`src/rtl/rc4_pkg.sv`:
```
// Shared RC4 definitions: S-box depth, plaintext character bounds and the
// FSM state encoding used by the RC4 pipeline stages.
package rc4_pkg;

  localparam int         S_DEPTH  = 256;
  localparam logic [7:0] ASCII_LO = 8'h61;
  localparam logic [7:0] ASCII_HI = 8'h7A;
  localparam logic [7:0] ASCII_SP = 8'h20;

  typedef enum logic [4:0] {
    ST_IDLE,
    ST_INC_I,
    ST_RD_SI_SETUP,
    ST_RD_SI,
    ST_CALC_J,
    ST_ADDR_J,
    ST_RD_SJ_SETUP,
    ST_RD_SJ,
    ST_WR_I,
    ST_WR_J,
    ST_RD_F_SETUP,
    ST_RD_F_WAIT,
    ST_RD_F,
    ST_WR_OUT,
    ST_DONE,
    ST_FAIL
  } rc4_state_e;

endpackage

```
`src/rtl/rc4_prga_decrypt_if.sv`:
```
// Memory/control bus of the PRGA decrypt stage. master = controller plus
// memories, slave = rc4_prga_decrypt.
interface rc4_prga_decrypt_if #(
  parameter int MSG_AW = 5
);
  logic              start;
  logic [7:0]        s_q;
  logic [7:0]        s_addr;
  logic [7:0]        s_data;
  logic              s_wen;
  logic              s_mem_req;
  logic [7:0]        rom_q;
  logic [MSG_AW-1:0] rom_addr;
  logic [MSG_AW-1:0] dec_addr;
  logic [7:0]        dec_data;
  logic              dec_wen;
  logic              done;
  logic              key_valid;

  modport master (
    output start, s_q, rom_q,
    input  s_addr, s_data, s_wen, s_mem_req, rom_addr,
           dec_addr, dec_data, dec_wen, done, key_valid
  );

  modport slave (
    input  start, s_q, rom_q,
    output s_addr, s_data, s_wen, s_mem_req, rom_addr,
           dec_addr, dec_data, dec_wen, done, key_valid
  );
endinterface

```
`src/rtl/rc4_char_check.sv`:
```
// Flags whether a decrypted byte is an acceptable plaintext character
// (lowercase letter or space).
module rc4_char_check
  import rc4_pkg::*;
(
  input  logic [7:0] i_byte,
  output logic       o_ok
);
  assign o_ok = ((i_byte >= ASCII_LO) && (i_byte <= ASCII_HI)) || (i_byte == ASCII_SP);
endmodule

```
`src/rtl/rc4_prga_decrypt.sv`:
```
// RC4 PRGA + XOR decrypt over a shuffled S RAM, 13 cycles per message byte.
// Build with CHAR_CHECK_EN to abort on the first non [a-z ] plaintext byte.
module rc4_prga_decrypt
  import rc4_pkg::*;
#(
  parameter int MSG_LEN = 32,
  parameter int MSG_AW  = 5
)(
  input  logic                clk,
  input  logic                rst_n,
  rc4_prga_decrypt_if.slave   bus
);

  localparam int                SW     = $clog2(S_DEPTH);
  localparam logic [MSG_AW-1:0] K_LAST = MSG_AW'(MSG_LEN - 1);

  rc4_state_e        r_state, w_state;
  logic [SW-1:0]     r_i, w_i, r_j, w_j;
  logic [7:0]        r_si, w_si, r_sj, w_sj, r_ks, w_ks, r_enc, w_enc;
  logic [MSG_AW-1:0] r_k, w_k;
  logic [SW-1:0]     r_s_addr, w_s_addr;
  logic [7:0]        r_s_data, w_s_data;
  logic              r_s_wen, w_s_wen, r_mem_req, w_mem_req;
  logic [MSG_AW-1:0] r_rom_addr, w_rom_addr, r_dec_addr, w_dec_addr;
  logic [7:0]        r_dec_data, w_dec_data;
  logic              r_dec_wen, w_dec_wen, r_done, w_done, r_key_valid, w_key_valid;
  logic [7:0]        w_plain;
  logic              w_ok;

  assign w_plain = r_ks ^ r_enc;

`ifdef CHAR_CHECK_EN
  rc4_char_check u_char_check (.i_byte(w_plain), .o_ok(w_ok));
`else
  assign w_ok = 1'b1;
`endif

  always_ff @(posedge clk or negedge rst_n) begin
    if (!rst_n) r_state <= ST_IDLE;
    else        r_state <= w_state;
  end

  always_comb begin
    w_state     = r_state;
    w_i         = r_i;
    w_j         = r_j;
    w_k         = r_k;
    w_si        = r_si;
    w_sj        = r_sj;
    w_ks        = r_ks;
    w_enc       = r_enc;
    w_s_addr    = r_s_addr;
    w_s_data    = r_s_data;
    w_s_wen     = 1'b0;
    w_mem_req   = r_mem_req;
    w_rom_addr  = r_rom_addr;
    w_dec_addr  = r_dec_addr;
    w_dec_data  = r_dec_data;
    w_dec_wen   = 1'b0;
    w_done      = r_done;
    w_key_valid = r_key_valid;
    unique case (r_state)
      ST_IDLE, ST_DONE, ST_FAIL: begin
        if (bus.start) begin
          w_state     = ST_INC_I;
          w_i         = '0;
          w_j         = '0;
          w_k         = '0;
          w_mem_req   = 1'b1;
          w_done      = 1'b0;
          w_key_valid = 1'b0;
        end
      end
      ST_INC_I: begin
        w_i      = r_i + 8'd1;
        w_s_addr = r_i + 8'd1;
        w_state  = ST_RD_SI_SETUP;
      end
      ST_RD_SI_SETUP: w_state = ST_RD_SI;
      ST_RD_SI: begin
        w_si    = bus.s_q;
        w_state = ST_CALC_J;
      end
      ST_CALC_J: begin
        w_j     = r_j + r_si;
        w_state = ST_ADDR_J;
      end
      ST_ADDR_J: begin
        w_s_addr = r_j;
        w_state  = ST_RD_SJ_SETUP;
      end
      ST_RD_SJ_SETUP: w_state = ST_RD_SJ;
      ST_RD_SJ: begin
        w_sj    = bus.s_q;
        w_state = ST_WR_I;
      end
      // When i==j both writes carry the same value, so the swap is a no-op.
      ST_WR_I: begin
        w_s_addr = r_i;
        w_s_data = r_sj;
        w_s_wen  = 1'b1;
        w_state  = ST_WR_J;
      end
      ST_WR_J: begin
        w_s_addr = r_j;
        w_s_data = r_si;
        w_s_wen  = 1'b1;
        w_state  = ST_RD_F_SETUP;
      end
      ST_RD_F_SETUP: begin
        w_s_addr   = r_si + r_sj;
        w_rom_addr = r_k;
        w_state    = ST_RD_F_WAIT;
      end
      ST_RD_F_WAIT: w_state = ST_RD_F;
      ST_RD_F: begin
        w_ks    = bus.s_q;
        w_enc   = bus.rom_q;
        w_state = ST_WR_OUT;
      end
      // The write strobe lands in the following cycle, which doubles as the
      // per-byte bookkeeping step so the loop stays at 13 cycles.
      ST_WR_OUT: begin
        w_dec_addr = r_k;
        w_dec_data = w_plain;
        w_dec_wen  = 1'b1;
        if (!w_ok) begin
          w_state     = ST_FAIL;
          w_done      = 1'b1;
          w_key_valid = 1'b0;
          w_mem_req   = 1'b0;
        end else if (r_k == K_LAST) begin
          w_state     = ST_DONE;
          w_done      = 1'b1;
          w_key_valid = 1'b1;
          w_mem_req   = 1'b0;
        end else begin
          w_k     = r_k + 1'b1;
          w_state = ST_INC_I;
        end
      end
      default: w_state = ST_IDLE;
    endcase
  end

  always_ff @(posedge clk or negedge rst_n) begin
    if (!rst_n) begin
      r_i         <= '0;
      r_j         <= '0;
      r_k         <= '0;
      r_si        <= '0;
      r_sj        <= '0;
      r_ks        <= '0;
      r_enc       <= '0;
      r_s_addr    <= '0;
      r_s_data    <= '0;
      r_s_wen     <= 1'b0;
      r_mem_req   <= 1'b0;
      r_rom_addr  <= '0;
      r_dec_addr  <= '0;
      r_dec_data  <= '0;
      r_dec_wen   <= 1'b0;
      r_done      <= 1'b0;
      r_key_valid <= 1'b0;
    end else begin
      r_i         <= w_i;
      r_j         <= w_j;
      r_k         <= w_k;
      r_si        <= w_si;
      r_sj        <= w_sj;
      r_ks        <= w_ks;
      r_enc       <= w_enc;
      r_s_addr    <= w_s_addr;
      r_s_data    <= w_s_data;
      r_s_wen     <= w_s_wen;
      r_mem_req   <= w_mem_req;
      r_rom_addr  <= w_rom_addr;
      r_dec_addr  <= w_dec_addr;
      r_dec_data  <= w_dec_data;
      r_dec_wen   <= w_dec_wen;
      r_done      <= w_done;
      r_key_valid <= w_key_valid;
    end
  end

  assign bus.s_addr    = r_s_addr;
  assign bus.s_data    = r_s_data;
  assign bus.s_wen     = r_s_wen;
  assign bus.s_mem_req = r_mem_req;
  assign bus.rom_addr  = r_rom_addr;
  assign bus.dec_addr  = r_dec_addr;
  assign bus.dec_data  = r_dec_data;
  assign bus.dec_wen   = r_dec_wen;
  assign bus.done      = r_done;
  assign bus.key_valid = r_key_valid;

endmodule

```
`src/flat_wrapper.sv`:
```
// flat-port wrapper written by rule: the top's interface ports become plain ports
module rc4_prga_decrypt_flat import rc4_pkg::*;
#(
  parameter int MSG_LEN = 32,
  parameter int MSG_AW  = 5
)
  (clk, rst_n, bus_start, bus_s_q, bus_rom_q, bus_s_addr, bus_s_data, bus_s_wen, bus_s_mem_req, bus_rom_addr, bus_dec_addr, bus_dec_data, bus_dec_wen, bus_done, bus_key_valid);
  rc4_prga_decrypt_if #(.MSG_AW(MSG_AW)) bus_i ();
  input  logic clk;
  input  logic rst_n;
  input wire logic [$bits(bus_i.start)-1:0] bus_start;
  input wire logic [$bits(bus_i.s_q)-1:0] bus_s_q;
  input wire logic [$bits(bus_i.rom_q)-1:0] bus_rom_q;
  output wire logic [$bits(bus_i.s_addr)-1:0] bus_s_addr;
  output wire logic [$bits(bus_i.s_data)-1:0] bus_s_data;
  output wire logic [$bits(bus_i.s_wen)-1:0] bus_s_wen;
  output wire logic [$bits(bus_i.s_mem_req)-1:0] bus_s_mem_req;
  output wire logic [$bits(bus_i.rom_addr)-1:0] bus_rom_addr;
  output wire logic [$bits(bus_i.dec_addr)-1:0] bus_dec_addr;
  output wire logic [$bits(bus_i.dec_data)-1:0] bus_dec_data;
  output wire logic [$bits(bus_i.dec_wen)-1:0] bus_dec_wen;
  output wire logic [$bits(bus_i.done)-1:0] bus_done;
  output wire logic [$bits(bus_i.key_valid)-1:0] bus_key_valid;
  assign bus_i.start = bus_start;
  assign bus_i.s_q = bus_s_q;
  assign bus_i.rom_q = bus_rom_q;
  assign bus_s_addr = bus_i.s_addr;
  assign bus_s_data = bus_i.s_data;
  assign bus_s_wen = bus_i.s_wen;
  assign bus_s_mem_req = bus_i.s_mem_req;
  assign bus_rom_addr = bus_i.rom_addr;
  assign bus_dec_addr = bus_i.dec_addr;
  assign bus_dec_data = bus_i.dec_data;
  assign bus_dec_wen = bus_i.dec_wen;
  assign bus_done = bus_i.done;
  assign bus_key_valid = bus_i.key_valid;
  rc4_prga_decrypt #(.MSG_LEN(MSG_LEN), .MSG_AW(MSG_AW)) u_core (.clk(clk), .rst_n(rst_n), .bus(bus_i));
endmodule
```
`config.mk`:
```
export PLATFORM = sky130hd
export DESIGN_NAME = rc4_prga_decrypt_flat
export DESIGN_NICKNAME = d
export VERILOG_FILES = /design/src/rtl/rc4_pkg.sv /design/src/rtl/rc4_prga_decrypt_if.sv /design/src/rtl/rc4_char_check.sv /design/src/rtl/rc4_prga_decrypt.sv /design/src/flat_wrapper.sv
export SDC_FILE = /design/constraint.sdc
export NUM_CORES = 1
export LEC_CHECK = 0
export ABC_AREA = 1
export CELL_PAD_IN_SITES_DETAIL_PLACEMENT = 0
export CELL_PAD_IN_SITES_GLOBAL_PLACEMENT = 2
export CORE_MARGIN = 3
export CORE_UTILIZATION = 30
export DETAILED_ROUTE_END_ITERATION = 16
export PLACE_DENSITY_LB_ADDON = 0.1
export SETUP_SLACK_MARGIN = 0.05
export SYNTH_ARGS = -nofsm -noshare
export SYNTH_HDL_FRONTEND = slang
export SYNTH_SLANG_ARGS = --single-unit
```
`constraint.sdc`:
```
create_clock -name clk -period 1.5 [get_ports clk]
set_clock_uncertainty 0.05 [all_clocks]
set_input_delay 0.3 -clock clk [delete_from_list [all_inputs] [get_ports clk]]
set_output_delay 0.3 -clock clk [all_outputs]
set_load 0.05 [all_outputs]
```
==> impl_results.md <==
* Run status: complete, but fails checks
* Failing checks: negative setup slack
* Least-Margin Pin Slew at 0.360 ns
* Top cells by area, synth: dfrtp_1 (51%), nand2_1 (12%), o21ai_0 (7.2%)
* Total Nets Final at 751
* Simple-gate area share of the yosys netlist at 21.4%
* Fillcell total at 1335
* Synth warnings at 0
* Slew Viols, Final at 0
* Crit end category: flop
* Final HPWL DP at 10.0 mm
* Total clock sinks at 95
* RSZ-0062 raised after global routing: true
* Slew margin rel. at 76.0%
* Initial DRC count at 147
* Post-synthesis cell type count at 33
* Die ar. at 0.0171 sq mm
* FF+latch area at 0.00239 sq mm
* Sequential share of the synthesized area at 50.9%
* Critical path class: reg2reg
* First drt pass iteration count at 4
* Max Cap Violations at 0
* Post-synthesis cell type with the largest combined area: dfrtp_1
* IO Port Bufs at 57
* Synthesized area per cell at 8.54 sq um
* Routed WL at 14.4 mm
* WHS at 0.421 ns
* Total grt overflow at 0
* Area after DPL at 0.00653 sq mm
* CP Launch Type: flop
* Main combinational cell family by area after synthesis: simple AND/OR/NAND/NOR gates
* Critical Path RT at 1.70 ns
* R2R depth at 11
* Fmax at 621 MHz
* DRC Markers at 0
* Layout area overhead at 67.8%
* Share of cells above drive strength 1 at 42.9%
* Adder-cell share of the synthesized area at 5.41%
* Post-Syn Nets at 585
* Finished Core Util at 52.7%
* CTS tree: done
* ANT cells at 0
* Final Cell Area at 0.00784 sq mm
* EDFF count, synth at 0
* Clk Latency, worst-skew pair at 0.36 ns
* Root Driver: clkbuf_16
* CTS Buf Count at 9
* Synth Area in Compound Gates at 11.5%
* Largest net degree at the start of global routing at 45
* Peak VDD IR at 0.000932 V
* GP Congestion at 0.878
* Initial antenna violation count at 0
* Initial core utilization at 31.4%
* Pwr per Cell Area at 2330 mW/mm^2
* Final Hold Fails at 0
* DIE WIDTH at 131 microns
* I/O Pins at 58
* Vias in the first global route at 4191
* Top cell type's share of synthesized area at 50.9%
* # rows at 44
* Htree depth at 3
* Async SR Flop Fraction at 100%
* Mux cell area share after synthesis at 1.93%
* Cells after Synth at 547
* Data arrival, critical path at 1.81 ns
* Via count at 4279
* Crit path max fanout at 2
* Pleak at 3.72 nW
* Routed Antenna Nets at 0
* Routed vias/inst at 4.74
* Die Y at 131 microns
* Setup slack after layout at -0.111 ns
* Synthesized flop and latch total at 95
* Hold crit path type: in2async
* Tmin final at 1.61 ns
* WL/cell at 15.9 microns
* Fin crit share at 107%
* Multi-input combinational cell area at 0.00262 sq mm
* Core box area at 0.0149 sq mm
* Mapped Area at 0.00467 sq mm
* Post-synth top flop: dfrtp_1
* Max Buffers Root-to-Sink at 2
* CTS clk-pin slew, worst paths at 0.08 ns
* Final setup vio count at 15
* GRT Overall Usage at 16.8%
* Xor-xnor portion of the synthesized cell area at 2.63%
* First-pass GRT wire length at 22.2 mm
## cell usage in the layout, fill, tap and decap left out, types with 15 or more instances in the layout
cell type        count
o21ai_0             35
nand2_1            124
nor2_1              15
o21ai_1             18
buf_12              48
dfrtp_1             88
inv_1               45
nand2_2             22
nand3_1             19
buf_6               22
clkdlybuf4s50_1     17
buf_4               70
## worst max-delay path, cell delays in order, from the launching register on
cell     delay [ns]
dfrtp_1        0.38
ha_2           0.20
inv_2          0.04
fa_2           0.37
inv_2          0.07
nand3_2        0.07
nand3_2        0.07
nand2_2        0.05
nand3_2        0.06
nand2_2        0.05
nand2_1        0.05
nand2_1        0.04
## routing by layer
metal  global-route usage, %  wire, microns  part of all wire, %  vias up
met5                       0              0                    0        -
met3                    3.13            407                  2.8       19
met1                    22.9           6900                   48     2065
met2                    27.4           6800                   47       70
li1                        -              -                    -     2125
met4                    5.14            269                  1.9        0
## final cells by class
cell class                      count  area share [%]
Timing Repair Buffer              162            25.6
Tap cell                          184            2.94
Multi-Input combinational cell    377            33.4
Clock buffer                        9            2.87
Sequential cell                    95            30.4
Inverter                           68            3.61
Clock inverter                      7            1.21
## repair_timing
item	4_1_cts	5_1_grt
buffers inserted	12	16
cloned	0	4
endpoints found under the setup margin	57	70
hold endpoints to repair	95	0
gates resized for setup	77	133
pin swaps	31	41
hold buffers	1	0
## logic make-up (layout without fill, tap and decap cells)
kind of cell,count (synthesis),count (layout)
AOI/OAI and AO/OA,100,100
xor gates and xnor gates,14,14
adders and majority gates,19,19
buffers and inverters,76,246
DFF,95,95
muxes,8,8
and+or+nand+nor,235,236
## cells in the mapped netlist (2+ instances only)
library cell  count
a21oi_1          17
a22oi_1           2
buf_2             2
clkbuf_1          5
dfrtp_1          95
fa_1              2
ha_1             17
inv_1            62
inv_2             6
mux2_2            8
nand2_1         154
nand2_2           4
nand2_4           2
nand3_1          34
nand3b_1          2
nand4_1           7
nor2_1           23
nor2_2            3
nor3_1            4
o211ai_1          4
o21ai_0          67
o22ai_1           4
xnor2_1           8
xor2_1            6
## metrics by stage
step | std cells | setup TNS, ns | setup WS (ns) | total power [W]
global route | 902 | -3.30 | -0.213 | 0.0195
detailed placement | 856 | -1.78 | -0.172 | 0.0132
floorplan | 547 | -0.130 | -0.0498 | 0.00889
global placement | 856 | -2.16 | -0.148 | 0.0132
finish | 902 | -0.764 | -0.111 | 0.0183
CTS | 884 | -0.638 | -0.145 | 0.0168
## registers in the layout, summed over array words and instances, names as in the netlist
signal                count
u_core.bus.dec_data       8
u_core.r_state            4
u_core.bus.s_wen          1
u_core.bus.s_mem_req      1
u_core.bus.dec_addr       5
u_core.r_j                8
u_core.bus.s_addr         8
u_core.bus.rom_addr       5
u_core.r_si               8
u_core.bus.done           1
u_core.bus.dec_wen        1
u_core.r_sj               8
u_core.bus.s_data         8
u_core.r_k                5
u_core.r_ks               8
u_core.r_i                8
u_core.r_enc              8
## final timing paths
| path | start | to | slack [ns] |
|---|---|---|---|
| min in group clk | u_core.r_ks[7]$_DFFE_PN0P_ | u_core.r_ks[7]$_DFFE_PN0P_ | 0.47 |
| min reg2reg | u_core.r_ks[7]$_DFFE_PN0P_ | u_core.r_ks[7]$_DFFE_PN0P_ | 0.47 |
| min | rst_n | u_core.bus.dec_addr[1]$_DFFE_PN0P_ | 0.42 |
| max reg2reg | u_core.r_sj[0]$_DFFE_PN0P_ | u_core.bus.s_addr[6]$_DFFE_PN0P_ | -0.11 |
| max | u_core.r_sj[0]$_DFFE_PN0P_ | u_core.bus.s_addr[6]$_DFFE_PN0P_ | -0.11 |
| max in group asynchronous | rst_n | u_core.r_si[4]$_DFFE_PN0P_ | 0.70 |
## where the power goes
group	leakage (nW)	internal (W)	total, W	switching, W
clock	0.157	0.00135	0.00249	0.00114
combinational	2.36	0.00557	0.0111	0.00554
sequential	1.20	0.00359	0.00470	0.00112
total	3.72	0.0105	0.0183	0.00779
(Power assumes the default switching activity.)
